$ cat src/rtl/sub_div_ctrl_pkg.sv
// Shared definitions for the repeated-subtraction divider controller.
// Holds the FSM state encoding and the default operand width.
package sub_div_ctrl_pkg;

    localparam int unsigned DEFAULT_SIZE = 32;

    typedef enum logic [1:0] {
        IDLE = 2'd0,
        LOAD = 2'd1,
        CMP  = 2'd2,
        DONE = 2'd3
    } state_e;

endpackage

$ cat src/rtl/sub_div_ctrl_quot_counter.sv
// Quotient counter: SIZE-bit up-counter with synchronous clear and
// increment enable. Clear wins over increment.
module sub_div_ctrl_quot_counter
    import sub_div_ctrl_pkg::*;
#(
    parameter int unsigned SIZE = DEFAULT_SIZE
) (
    input  logic            clk,
    input  logic            rst_n,
    input  logic            clr_i,
    input  logic            inc_i,
    output logic [SIZE-1:0] count_o
);

    logic [SIZE-1:0] count_q;

    // NOTE: sequential state is updated with non-blocking assignments so every
    // flop samples pre-edge values regardless of block evaluation order.
    always_ff @(posedge clk) begin
        if (!rst_n) begin
            count_q <= '0;
        end else if (clr_i) begin
            count_q <= '0;
        end else if (inc_i) begin
            count_q <= count_q + SIZE'(1);
        end
    end

    assign count_o = count_q;

endmodule

$ cat src/rtl/sub_div_ctrl.sv
// Divider controller driving an external subtractor register (SFR): loads the
// dividend, then subtracts the divisor while the fed-back value is >= divisor.
module sub_div_ctrl
    import sub_div_ctrl_pkg::*;
#(
    parameter int unsigned SIZE = DEFAULT_SIZE
) (
    input  logic            clk,
    input  logic            rst_n,
    input  logic            start,
    input  logic [SIZE-1:0] dividend,
    input  logic [SIZE-1:0] divisor,
    input  logic [SIZE-1:0] rem_q,
    output logic            ld,
    output logic            sub,
    output logic [SIZE-1:0] D,
    output logic [SIZE-1:0] S,
    output logic [SIZE-1:0] quotient,
    output logic [SIZE-1:0] remainder,
    output logic            busy,
    output logic            done,
    output logic            div_zero
);

    state_e          state_q;
    logic [SIZE-1:0] dividend_q;
    logic [SIZE-1:0] divisor_q;
    logic [SIZE-1:0] remainder_q;
    logic            div_zero_q;
    logic [SIZE-1:0] count;
    logic            accept;
    logic            rem_ge;

    assign accept = (state_q == IDLE) && start;
    assign rem_ge = (rem_q >= divisor_q);

    always_ff @(posedge clk) begin
        if (!rst_n) begin
            state_q     <= IDLE;
            dividend_q  <= '0;
            divisor_q   <= '0;
            remainder_q <= '0;
            div_zero_q  <= 1'b0;
        end else begin
            case (state_q)
                IDLE: begin
                    if (start) begin
                        dividend_q <= dividend;
                        divisor_q  <= divisor;
                        div_zero_q <= (divisor == '0);
                        // A zero divisor skips the SFR entirely.
                        if (divisor == '0) begin
                            remainder_q <= dividend;
                            state_q     <= DONE;
                        end else begin
                            state_q     <= LOAD;
                        end
                    end
                end
                LOAD: state_q <= CMP;
                CMP: begin
                    if (!rem_ge) begin
                        remainder_q <= rem_q;
                        state_q     <= DONE;
                    end
                end
                DONE:    state_q <= IDLE;
                default: state_q <= IDLE;
            endcase
        end
    end

    sub_div_ctrl_quot_counter #(
        .SIZE (SIZE)
    ) u_quot_counter (
        .clk     (clk),
        .rst_n   (rst_n),
        .clr_i   (accept),
        .inc_i   (sub),
        .count_o (count)
    );

    assign ld        = (state_q == LOAD);
    assign sub       = (state_q == CMP) && rem_ge;
    assign busy      = (state_q != IDLE);
    assign done      = (state_q == DONE);
    assign D         = dividend_q;
    assign S         = divisor_q;
    assign remainder = remainder_q;
    assign div_zero  = div_zero_q;
    // Divide-by-zero reports an all-ones quotient; the counter itself stays cleared.
    assign quotient  = div_zero_q ? '1 : count;

endmodule

$ cat config.mk
export PLATFORM = sky130hd
export DESIGN_NAME = sub_div_ctrl
export DESIGN_NICKNAME = d
export VERILOG_FILES = /design/src/rtl/sub_div_ctrl_pkg.sv /design/src/rtl/sub_div_ctrl_quot_counter.sv /design/src/rtl/sub_div_ctrl.sv
export SDC_FILE = /design/constraint.sdc
export NUM_CORES = 1
export LEC_CHECK = 0
export BUFFER_PORTS_ARGS = -buffer_cell sky130_fd_sc_hd__buf_2
export CORE_UTILIZATION = 41
export DETAILED_ROUTE_END_ITERATION = 6
export GPL_TIMING_DRIVEN = 0
export PLACE_DENSITY = 0.68
export SKIP_LAST_GASP = 1
export SYNTH_ARGS = -nofsm -noshare
export SYNTH_HDL_FRONTEND = slang
export SYNTH_SLANG_ARGS = --single-unit
export TNS_END_PERCENT = 100
$ cat constraint.sdc
create_clock -name clk -period 5.05 [get_ports clk]
set_clock_uncertainty 0.15 [all_clocks]
set_input_delay 1.01 -clock clk [delete_from_list [all_inputs] [get_ports clk]]
set_output_delay 1.01 -clock clk [all_outputs]
set_load 0.1 [all_outputs]
==> summary.md, run 1 <==
| Metric | Value |
|---|---|
| Status | `complete, no violations` |
| Setup Slack @ Placement | `752 ps` |
| Clk_lat worst skew | `420 ps` |
| I/O Buffers | `231` |
| Net Sw Frac | `48.9%` |
| HPWL after DPL | `16100 µm` |
| Critical Path Slowest Stage Cell | `buf_2` |
| CTS Buf Count | `17` |
| Antenna violations before repair | `1` |
| Fin Hold WS | `304 ps` |
| Slew margin rel. | `50.0%` |
| Post-route DRC | `0` |
| Unrepaired setup endpoints after global routing | `false` |
| Overall routing resource usage | `25.0%` |
| Final min period | `4320 ps` |
| CP delay by family, top | `buffers and inverters` |
| Cell taking the most area after synthesis | `dfxtp_1` |
| CTS sink count | `131` |
| Ratio of cells with drive above 1 in the final layout | `32.4%` |
| Worst hold path type | `flop to flop` |
| CTS tree | `yes` |
| Core Rows | `46` |
| Worst slew pin tran | `750 ps` |
| Seq cells post-synth | `131` |
| Logic pwr share | `46.9%` |
| Yosys Warn Count | `0` |
| Slew Limit Fails | `0` |
| Worst-path clk slew | `50 ps` |
| Deepest clock path buffer count | `2` |
| Mapped cell area | `6650 µm²` |
| Finished Layout Cells | `1249` |
| Synth top area share | `39.4%` |
| Crit path buffers/inverters | `4` |
| Gate Count Post-Synth | `768` |
| Die height | `129 µm` |
| Initial DRT Pass Iterations | `4` |
| Synth top area cells | `dfxtp_1 (39%), mux2i_1 (9.5%), ha_1 (7.1%)` |
| Leak | `4.16 nW` |
| Synthesized area per cell | `8.66 µm²` |
| Gr ovfl total | `0` |
| Die W | `129 µm` |
| CP max stage delay | `420 ps` |
| Die ar. | `16700 µm²` |
| Most frequent cells in the layout | `buf_2 (236), dfxtp_1 (131), nand2_1 (118), or2_2 (63), mux2i_1 (63)` |
| P_sw | `0.00225 W` |
| CTS resizes | `0` |
| Power per standard cell area | `534 nW/µm²` |
| Setup_tns | `0 ps` |
| CP startpoint kind | `input pin` |
| Via density | `5.17` |
| Routability cong. | `0.858` |
| Critical Path RT | `3890 ps` |
| Post-route ant nets | `0` |
| Nets | `1155` |
| Avg WL per Cell | `16.5 µm` |
| Initial Util | `41.9%` |
| Final hold vios | `0` |
| Tcrit/Tclk final | `85.6%` |
| Internal | `0.00236 W` |
| Crit path arrival time | `3160 ps` |
| CTS root buffer | `clkbuf_16` |
| Final worst setup slack | `726 ps` |
| First DRT Iteration DRCs | `357` |
| Post-synth cell types | `42` |
| Syn-to-layout area delta | `30.0%` |
| H-tree levels | `4` |
| Core box area | `15900 µm²` |
| Number of global-route vias before repair | `5956` |
| Commonest non-fill, non-tap cell in the layout | `buf_2` |
| Dpl cells | `1215` |
| Max-cap violations | `0` |
| Mapped Nets | `905` |
| Crit-path cells | `buf_2 -> ha_1 -> nand4_1 -> nor3_1 -> nand4_1 -> a31o_1 -> buf_4 -> buf_4 -> nand2_1 -> buf_2` |
| Crit path kind | `input pin to output port` |
| Power share of the clock group | `25.7%` |
| Reg power frac | `27.4%` |
| Register area share after synthesis | `39.4%` |
| Maximum vdd drop | `0.355 mV` |
| Wire length of the first global-routing pass | `31600 µm` |
| Final WL | `20700 µm` |
| DR vias | `6456` |
| Worst Setup End Kind | `output port` |
| Peak Freq | `231 MHz` |
| CTS Hold Bufs | `0` |
| I/O pins | `232` |
| Setup Fix Bufs, Post-CTS | `0` |
| CP Max Fanout | `10` |
| Largest net degree at the start of global routing | `17` |
| Final setup fails | `0` |
## flip-flops by register name, indices dropped and copies added, names as in the netlist
| register | cells |
|---|---|
| u_quot_counter.count_o | 32 |
| remainder | 32 |
| div_zero | 1 |
| S | 32 |
| state_q | 2 |
| D | 32 |
## tightest hold or removal path, cell delays in order (launching register included)
cell and delay (ps):
dfxtp_1 300, nand2_1 50, mux2i_1 50
## synth_stat cells, drive strengths merged
cell / count
a211o: 1
a211oi: 1
a21boi: 3
a21o: 1
a21oi: 41
a221oi: 3
a22o: 34
a22oi: 1
a31o: 1
a31oi: 1
and2: 3
and3: 10
and4: 3
buf: 18
clkbuf: 33
dfxtp: 131
ha: 38
inv: 41
mux2i: 63
nand2: 118
nand2b: 28
nand3: 20
nand4: 17
nor2: 7
nor2b: 2
nor3: 4
nor4: 9
o211a: 1
o211ai: 32
o21a: 1
o21ai: 35
o22a: 1
o22ai: 1
o311ai: 1
or2: 64
## power groups by stage
stage | registers (W) | logic, W | clock network, W
after global routing | 0.00128 | 0.00228 | 0.00125
after floorplan | 0.00229 | 0.000722 | 0
final | 0.00127 | 0.00216 | 0.00118
after global placement | 0.00128 | 0.00215 | 0
after detailed placement | 0.00128 | 0.00216 | 0
after CTS | 0.00127 | 0.00217 | 0.00120
## cell type report
type | count | area [µm²]
Sequential cell | 131 | 2620
Timing Repair Buffer | 231 | 1160
Fill cell | 1543 | 7240
Clock buffer | 29 | 520
Buffer | 51 | 235
Clock inverter | 3 | 42.5
Multi-Input combinational cell | 545 | 3640
Antenna cell | 2 | 5.00
Inverter | 41 | 154
Tap cell | 216 | 270
## layer usage
metal | part of all wire, % | global-route usage (%) | up-vias
met1 | 43 | 30.1 | 3016
met5 | 0 | 0 | -
li1 | - | - | 3189
met3 | 7.3 | 7.80 | 21
met2 | 48 | 42.5 | 230
met4 | 1.5 | 7.96 | 0
## path summary, 6_finish.rpt
check | start | end | slack, ps | cells after the start
setup reg to reg | state_q[0] | u_quot_counter.count_o[21] | 2380 | 7
hold / removal | remainder[30] | remainder[30] | 300 | 2
hold reg to reg | remainder[30] | remainder[30] | 300 | 2
setup / recovery | rem_q[29] | sub | 730 | 10
## logic make-up after synthesis
logic type / share of synthesized area (%)
AOI/OAI and AO/OA: 15.9
adders and majority gates: 7.15
buffers and inverters: 5.85
DFF: 39.4
muxes: 9.48
and+or+nand+nor: 22.2
## per-stage QoR
| step | instance area (µm²) | util, % | power, W |
|---|---|---|---|
| 3_5_place_dp | 8080 | 50.9 | 0.00344 |
| 4_1_cts | 8640 | 54.4 | 0.00463 |
| 6_report | 8650 | 54.4 | 0.00461 |
| 3_3_place_gp | 8080 | 50.9 | 0.00343 |
| 2_1_floorplan | 6650 | - | 0.00302 |
| 5_1_grt | 8640 | 54.4 | 0.00481 |
(Power assumes the default switching activity.)
==> run 2, diff against run 1 <==
--- a/config.mk
+++ b/config.mk
@@ -6,10 +6,10 @@
 export NUM_CORES = 1
 export LEC_CHECK = 0
 export BUFFER_PORTS_ARGS = -buffer_cell sky130_fd_sc_hd__buf_2
-export CORE_UTILIZATION = 41
+export CORE_UTILIZATION = 45
 export DETAILED_ROUTE_END_ITERATION = 6
 export GPL_TIMING_DRIVEN = 0
-export PLACE_DENSITY = 0.68
+export PLACE_DENSITY = 0.74
 export SKIP_LAST_GASP = 1
 export SYNTH_ARGS = -nofsm -noshare
 export SYNTH_HDL_FRONTEND = slang
==> summary.md, run 2 (same netlist as run 1, synthesis figures left out) <==
| Metric | Value |
|---|---|
| Power per standard cell area | `553 nW/µm² (was 534 nW/µm²)` |
| Clk_lat worst skew | `430 ps (was 420 ps)` |
| Critical Path RT | `3890 ps (about the same)` |
| Core Rows | `44 (was 46)` |
| CP delay by family, top | `buffers and inverters (unchanged)` |
| DR vias | `6469 (was 6456)` |
| Core box area | `14500 µm² (was 15900 µm²)` |
| Crit-path cells | `buf_2 -> ha_1 -> nand4_1 -> nor3_1 -> nand2_1 -> o22a_1 -> buf_2 -> buf_2 -> nand2_1 -> buf_2 (was buf_2 -> ha_1 -> nand4_1 -> nor3_1 -> nand4_1 -> a31o_1 -> buf_4 -> buf_4 -> nand2_1 -> buf_2)` |
| CP startpoint kind | `input pin (unchanged)` |
| First DRT Iteration DRCs | `381 (was 357)` |
| Final hold vios | `0 (unchanged)` |
| Wire length of the first global-routing pass | `31800 µm (was 31600 µm)` |
| CTS root buffer | `clkbuf_16 (unchanged)` |
| CTS resizes | `0 (unchanged)` |
| Initial DRT Pass Iterations | `5 (was 4)` |
| Final setup fails | `0 (unchanged)` |
| Worst Hold Path EP | `remainder[30] (unchanged)` |
| Max-cap violations | `0 (unchanged)` |
| Reg2reg path depth | `7 (unchanged)` |
| Die ar. | `15300 µm² (was 16700 µm²)` |
| CTS Hold Bufs | `0 (unchanged)` |
| Die W | `124 µm (was 129 µm)` |
| HPWL after DPL | `15800 µm (was 16100 µm)` |
| Top cell by count, worst path | `buf_2` |
| Peak Freq | `229 MHz (was 231 MHz)` |
| Initial Util | `45.9% (was 41.9%)` |
| Crit path arrival time | `3200 ps (was 3160 ps)` |
| Setup_tns | `0 ps (unchanged)` |
| CTS tree | `yes (unchanged)` |
| Slew Limit Fails | `0 (unchanged)` |
| Worst-path clk slew | `50 ps (about the same)` |
| Final WL | `20300 µm (was 20700 µm)` |
| Maximum vdd drop | `0.336 mV (was 0.355 mV)` |
| Most frequent cells in the layout | `buf_2 (236), dfxtp_1 (131), nand2_1 (118), or2_2 (63), mux2i_1 (63) (unchanged)` |
| Post-route DRC | `0 (unchanged)` |
| HP Start | `remainder[30] (unchanged)` |
| Crit path buffers/inverters | `4 (unchanged)` |
| Nets | `1155 (unchanged)` |
| Setup Fix Bufs, Post-CTS | `0 (unchanged)` |
| Die height | `124 µm (was 129 µm)` |
| Ratio of cells with drive above 1 in the final layout | `32.9% (was 32.4%)` |
| Antenna violations before repair | `0 (was 1)` |
| Gr ovfl total | `0 (unchanged)` |
| Final min period | `4360 ps (was 4320 ps)` |
| Status | `complete, no violations (unchanged)` |
| I/O Buffers | `231 (unchanged)` |
| Setup Slack @ Placement | `699 ps (was 752 ps)` |
| Unrepaired setup endpoints after global routing | `false (unchanged)` |
| Reg-to-Reg Start | `state_q[0] (unchanged)` |
| Routability cong. | `0.902 (was 0.858)` |
| Reg2Reg Setup Slack | `2370 ps (was 2380 ps)` |
| N_diodes | `0 (was 2)` |
| CTS Buf Count | `17 (unchanged)` |
| Overall routing resource usage | `27.5% (was 25.0%)` |
| Final core utilization | `60.1% (was 54.4%)` |
| Crit path kind | `input pin to output port (unchanged)` |
| Via density | `5.33 (was 5.17)` |
| CP max stage delay | `420 ps (about the same)` |
| Avg WL per Cell | `16.8 µm (was 16.5 µm)` |
| Largest net degree at the start of global routing | `17 (unchanged)` |
| I/O pins | `232 (unchanged)` |
| CTS sink count | `131 (unchanged)` |
| CP Max Fanout | `10 (unchanged)` |
| Syn-to-layout area delta | `30.8% (was 30.0%)` |
| Dpl cells | `1183 (was 1215)` |
| Worst Setup End Kind | `output port (unchanged)` |
| Worst hold path type | `flop to flop (unchanged)` |
| Slew margin rel. | `52.5% (was 50.0%)` |
| H-tree levels | `4 (unchanged)` |
| Worst slew pin tran | `713 ps (was 750 ps)` |
| Finished Layout Cells | `1214 (was 1249)` |
| Number of global-route vias before repair | `6242 (was 5956)` |
| Final worst setup slack | `691 ps (was 726 ps)` |
| R2r endpoint | `u_quot_counter.count_o[15] (was u_quot_counter.count_o[21])` |
| Fill count | `1305 (was 1543)` |
| Post-route ant nets | `0 (unchanged)` |
| Commonest non-fill, non-tap cell in the layout | `buf_2 (unchanged)` |
| Deepest clock path buffer count | `2 (unchanged)` |
| Leak | `4.21 nW (was 4.16 nW)` |
| Min-Delay Path Depth | `2 (unchanged)` |
| Tcrit/Tclk final | `86.3% (was 85.6%)` |
| Critical Path Slowest Stage Cell | `buf_2 (unchanged)` |
## run 2: cell types whose count changed in the layout (fill, tap and decap cells not counted)
cell / delta
clkbuf_1: -6
diode_2: -2
bufinv_16: +4
clkinvlp_4: +1
clkbuf_8: -1
clkinv_2: +1
## run 2: per-stage QoR
| stage | hold slack, ps | cell area [µm²] | power (W) |
|---|---|---|---|
| floorplan | 288 | 6650 | 0.00302 |
| global placement | 292 | 8040 | 0.00342 |
| detailed placement | 300 | 8040 | 0.00344 |
| CTS | 307 | 8700 | 0.00482 |
| global route | 341 | 8700 | 0.00501 |
| finish | 304 | 8700 | 0.00481 |
## run 2: worst min-delay path, stage by stage (launching register included)
cell and delay [ps]:
dfxtp_1 300, nand2_1 50, mux2i_1 50
## run 2: power breakdown
group | internal, W | total (W) | switching [W]
registers | 0.00119 | 0.00127 | 0.0000816
clock network | 0.000924 | 0.00138 | 0.000459
logic | 0.000433 | 0.00216 | 0.00173
## run 2: worst max-delay path by stage
stage	cells after the start	from	endpoint	slack [ps]
after floorplan	9	S[14]	sub	880
after global placement	10	rem_q[30]	sub	700
after detailed placement	10	rem_q[30]	sub	700
after CTS	10	rem_q[30]	sub	690
after global routing	10	rem_q[30]	sub	550
final	10	rem_q[30]	sub	690
## run 2: cell type report
class / instances / area [µm²] / share of cell area [%]
Timing Repair Buffer: 231 / 1160 / 13.3
Multi-Input combinational cell: 545 / 3640 / 41.9
Clock inverter: 9 / 175 / 2.01
Sequential cell: 131 / 2620 / 30.1
Buffer: 51 / 235 / 2.70
Clock buffer: 22 / 484 / 5.57
Inverter: 41 / 154 / 1.77
Tap cell: 184 / 230 / 2.65
## run 2: per-layer routing
layer | track usage [%] | vias up | part of all wire (%)
li1 | - | 3179 | -
met1 | 32.0 | 3014 | 41
met2 | 47.2 | 232 | 49
met3 | 8.01 | 44 | 6.9
met4 | 11.1 | 0 | 3.0
met5 | 0 | - | 0
==> run 3, diff against run 2 <==
--- a/config.mk
+++ b/config.mk
@@ -6,10 +6,13 @@
 export NUM_CORES = 1
 export LEC_CHECK = 0
 export BUFFER_PORTS_ARGS = -buffer_cell sky130_fd_sc_hd__buf_2
-export CORE_UTILIZATION = 45
+export CAP_MARGIN = 20
+export CELL_PAD_IN_SITES_DETAIL_PLACEMENT = 1
+export CELL_PAD_IN_SITES_GLOBAL_PLACEMENT = 2
+export CORE_UTILIZATION = 25
 export DETAILED_ROUTE_END_ITERATION = 6
 export GPL_TIMING_DRIVEN = 0
-export PLACE_DENSITY = 0.74
+export PLACE_DENSITY = 0.72
 export SKIP_LAST_GASP = 1
 export SYNTH_ARGS = -nofsm -noshare
 export SYNTH_HDL_FRONTEND = slang
==> summary.md, run 3 (same netlist as run 1, synthesis figures left out) <==
| Metric | Value |
|---|---|
| Status | `complete, no violations (unchanged)` |
| Worst-path clk slew | `60 ps (was 50 ps)` |
| Final WL | `25100 µm (was 20300 µm)` |
| CP startpoint kind | `input pin (unchanged)` |
| Power share of the clock group | `27.6% (was 28.7%)` |
| Tcrit/Tclk final | `89.9% (was 86.3%)` |
| Avg WL per Cell | `18.4 µm (was 16.8 µm)` |
| CTS root buffer | `clkbuf_16 (unchanged)` |
| Final setup fails | `0 (unchanged)` |
| Crit path buffers/inverters | `4 (unchanged)` |
| I/O Buffers | `231 (unchanged)` |
| Commonest non-fill, non-tap cell in the layout | `buf_2 (unchanged)` |
| Reg-to-Reg Start | `S[31] (was state_q[0])` |
| Logic pwr share | `45.9% (was 44.9%)` |
| Min-Delay Path Depth | `2 (unchanged)` |
| Critical Path RT | `3890 ps (about the same)` |
| Slew margin rel. | `49.4% (was 52.5%)` |
| CTS Hold Bufs | `0 (unchanged)` |
| Die ar. | `27300 µm² (was 15300 µm²)` |
| Number of global-route vias before repair | `6706 (was 6242)` |
| Final hold vios | `0 (unchanged)` |
| Antenna violations before repair | `4 (was 0)` |
| Core box area | `26100 µm² (was 14500 µm²)` |
| CP Max Fanout | `10 (unchanged)` |
| Peak Freq | `220 MHz (was 229 MHz)` |
| Fin Hold WS | `309 ps (was 304 ps)` |
| Leak | `4.19 nW (was 4.21 nW)` |
| Slew Limit Fails | `0 (unchanged)` |
| Syn-to-layout area delta | `33.0% (was 30.8%)` |
| Largest net degree at the start of global routing | `17 (unchanged)` |
| Worst Setup End Kind | `output port (unchanged)` |
| CP max stage delay | `430 ps (was 420 ps)` |
| Post-route ant nets | `0 (unchanged)` |
| Worst slew pin tran | `759 ps (was 713 ps)` |
| HPWL after DPL | `19500 µm (was 15800 µm)` |
| Crit. Startpoint | `rem_q[30] (unchanged)` |
| Most frequent cells in the layout | `buf_2 (236), dfxtp_1 (131), nand2_1 (118), or2_2 (63), mux2i_1 (63) (unchanged)` |
| Core Rows | `59 (was 44)` |
| Setup_tns | `0 ps (unchanged)` |
| Overall routing resource usage | `19.0% (was 27.5%)` |
| HP Start | `remainder[0] (was remainder[30])` |
| Crit-path cells | `buf_2 -> ha_1 -> nand4_1 -> nor3_1 -> nand4_1 -> a31o_1 -> buf_4 -> buf_4 -> nand2_1 -> buf_2 (was buf_2 -> ha_1 -> nand4_1 -> nor3_1 -> nand2_1 -> o22a_1 -> buf_2 -> buf_2 -> nand2_1 -> buf_2)` |
| Critical Path Slowest Stage Cell | `buf_2 (unchanged)` |
| CTS resizes | `0 (unchanged)` |
| CP delay by family, top | `buffers and inverters (unchanged)` |
| DR vias | `6434 (was 6469)` |
| Die W | `165 µm (was 124 µm)` |
| Initial Util | `25.5% (was 45.9%)` |
| Final core utilization | `33.9% (was 60.1%)` |
| Net Sw Frac | `49.6% (was 47.2%)` |
| CTS tree | `yes (unchanged)` |
| Setup Fix Bufs, Post-CTS | `0 (unchanged)` |
| Crit path arrival time | `3380 ps (was 3200 ps)` |
| I/O pins | `232 (unchanged)` |
| Gr ovfl total | `0 (unchanged)` |
| Die height | `165 µm (was 124 µm)` |
| Reg2Reg Setup Slack | `2230 ps (was 2370 ps)` |
| Via density | `4.71 (was 5.33)` |
| Ratio of cells with drive above 1 in the final layout | `33.0% (was 32.9%)` |
| Power per standard cell area | `542 nW/µm² (was 553 nW/µm²)` |
| Worst Hold Path EP | `remainder[0] (was remainder[30])` |
| Reg2reg path depth | `10 (was 7)` |
| Final min period | `4540 ps (was 4360 ps)` |
| Wire length of the first global-routing pass | `38800 µm (was 31800 µm)` |
| Pwr Total | `0.00479 W (was 0.00481 W)` |
| Crit path kind | `input pin to output port (unchanged)` |
| Internal | `0.00242 W (was 0.00254 W)` |
| Post-route DRC | `0 (unchanged)` |
| Dpl cells | `1334 (was 1183)` |
| Reg power frac | `26.4% (was 26.3%)` |
| Deepest clock path buffer count | `2 (unchanged)` |
| Finished Layout Cells | `1367 (was 1214)` |
| Maximum vdd drop | `0.271 mV (was 0.336 mV)` |
| Clk_lat worst skew | `430 ps (about the same)` |
| First DRT Iteration DRCs | `222 (was 381)` |
| CTS sink count | `131 (unchanged)` |
| Initial DRT Pass Iterations | `4 (was 5)` |
| CTS Buf Count | `17 (unchanged)` |
| R2r endpoint | `u_quot_counter.count_o[27] (was u_quot_counter.count_o[15])` |
| Worst hold path type | `flop to flop (unchanged)` |
| Nets | `1155 (unchanged)` |
| Max-cap violations | `0 (unchanged)` |
| Unrepaired setup endpoints after global routing | `false (unchanged)` |
| P_sw | `0.00238 W (was 0.00227 W)` |
| Routability cong. | `0.800 (was 0.902)` |
| H-tree levels | `4 (unchanged)` |
-- run 3: cell count changes in the layout (fill, tap and decap cells not counted) --
| cell | previous run | this run |
|---|---|---|
| inv_6 | 0 | 6 |
| clkinv_4 | 0 | 1 |
| bufinv_16 | 5 | 3 |
| clkbuf_8 | 4 | 1 |
| diode_2 | 0 | 1 |
| clkinv_2 | 2 | 1 |
-- run 3: worst max path at each step --
stage,end,depth (start not counted),slack [ps]
global placement,sub,10,550
floorplan,sub,9,880
CTS,sub,10,510
global route,sub,10,370
finish,sub,10,510
detailed placement,sub,10,520
-- run 3: worst reg2reg max path: cells and delay by family, from the launching register on --
family	cells	cell delay (ps)
flip-flops	1	330
AND/OR/NAND/NOR	3	790
adder cells (fa/ha/maj)	1	330
buffers and inverters	3	470
AO/OA/AOI/OAI	2	450
multiplexers	1	210
-- run 3: area by class of cell --
| cell class | count | area (µm²) |
|---|---|---|
| clock buffers | 19 | 443 |
| flip-flops and latches | 131 | 2620 |
| plain buffers | 51 | 235 |
| repair buffers | 231 | 1160 |
| well taps | 335 | 419 |
| multi-input cells | 545 | 3640 |
| diodes | 1 | 2.50 |
| fillers | 3188 | 17200 |
| clock inverters | 13 | 171 |
| inverters | 41 | 154 |
-- run 3: routing by layer --
layer | part of all wire [%] | wire length (µm) | GRT usage [%]
met5 | 0.080 | 20 | 0
met4 | 1.8 | 452 | 6.01
met3 | 6.3 | 1580 | 5.27
met2 | 48 | 12100 | 33.0
met1 | 44 | 11000 | 22.5
-- run 3: metrics by stage --
step / instance area [µm²] / worst slack, ps
floorplan: 6650 / 875
global placement: 8230 / 547
detailed placement: 8230 / 518
CTS: 8840 / 509
global route: 8840 / 373
finish: 8840 / 509
-- run 3: power by group through the flow --
stage	Combinational [W]	Clock (W)	Sequential (W)
final	0.00220	0.00132	0.00127
after CTS	0.00223	0.00136	0.00127
after floorplan	0.000722	0	0.00229
after global placement	0.00220	0	0.00129
after detailed placement	0.00222	0	0.00129
after global routing	0.00234	0.00141	0.00129
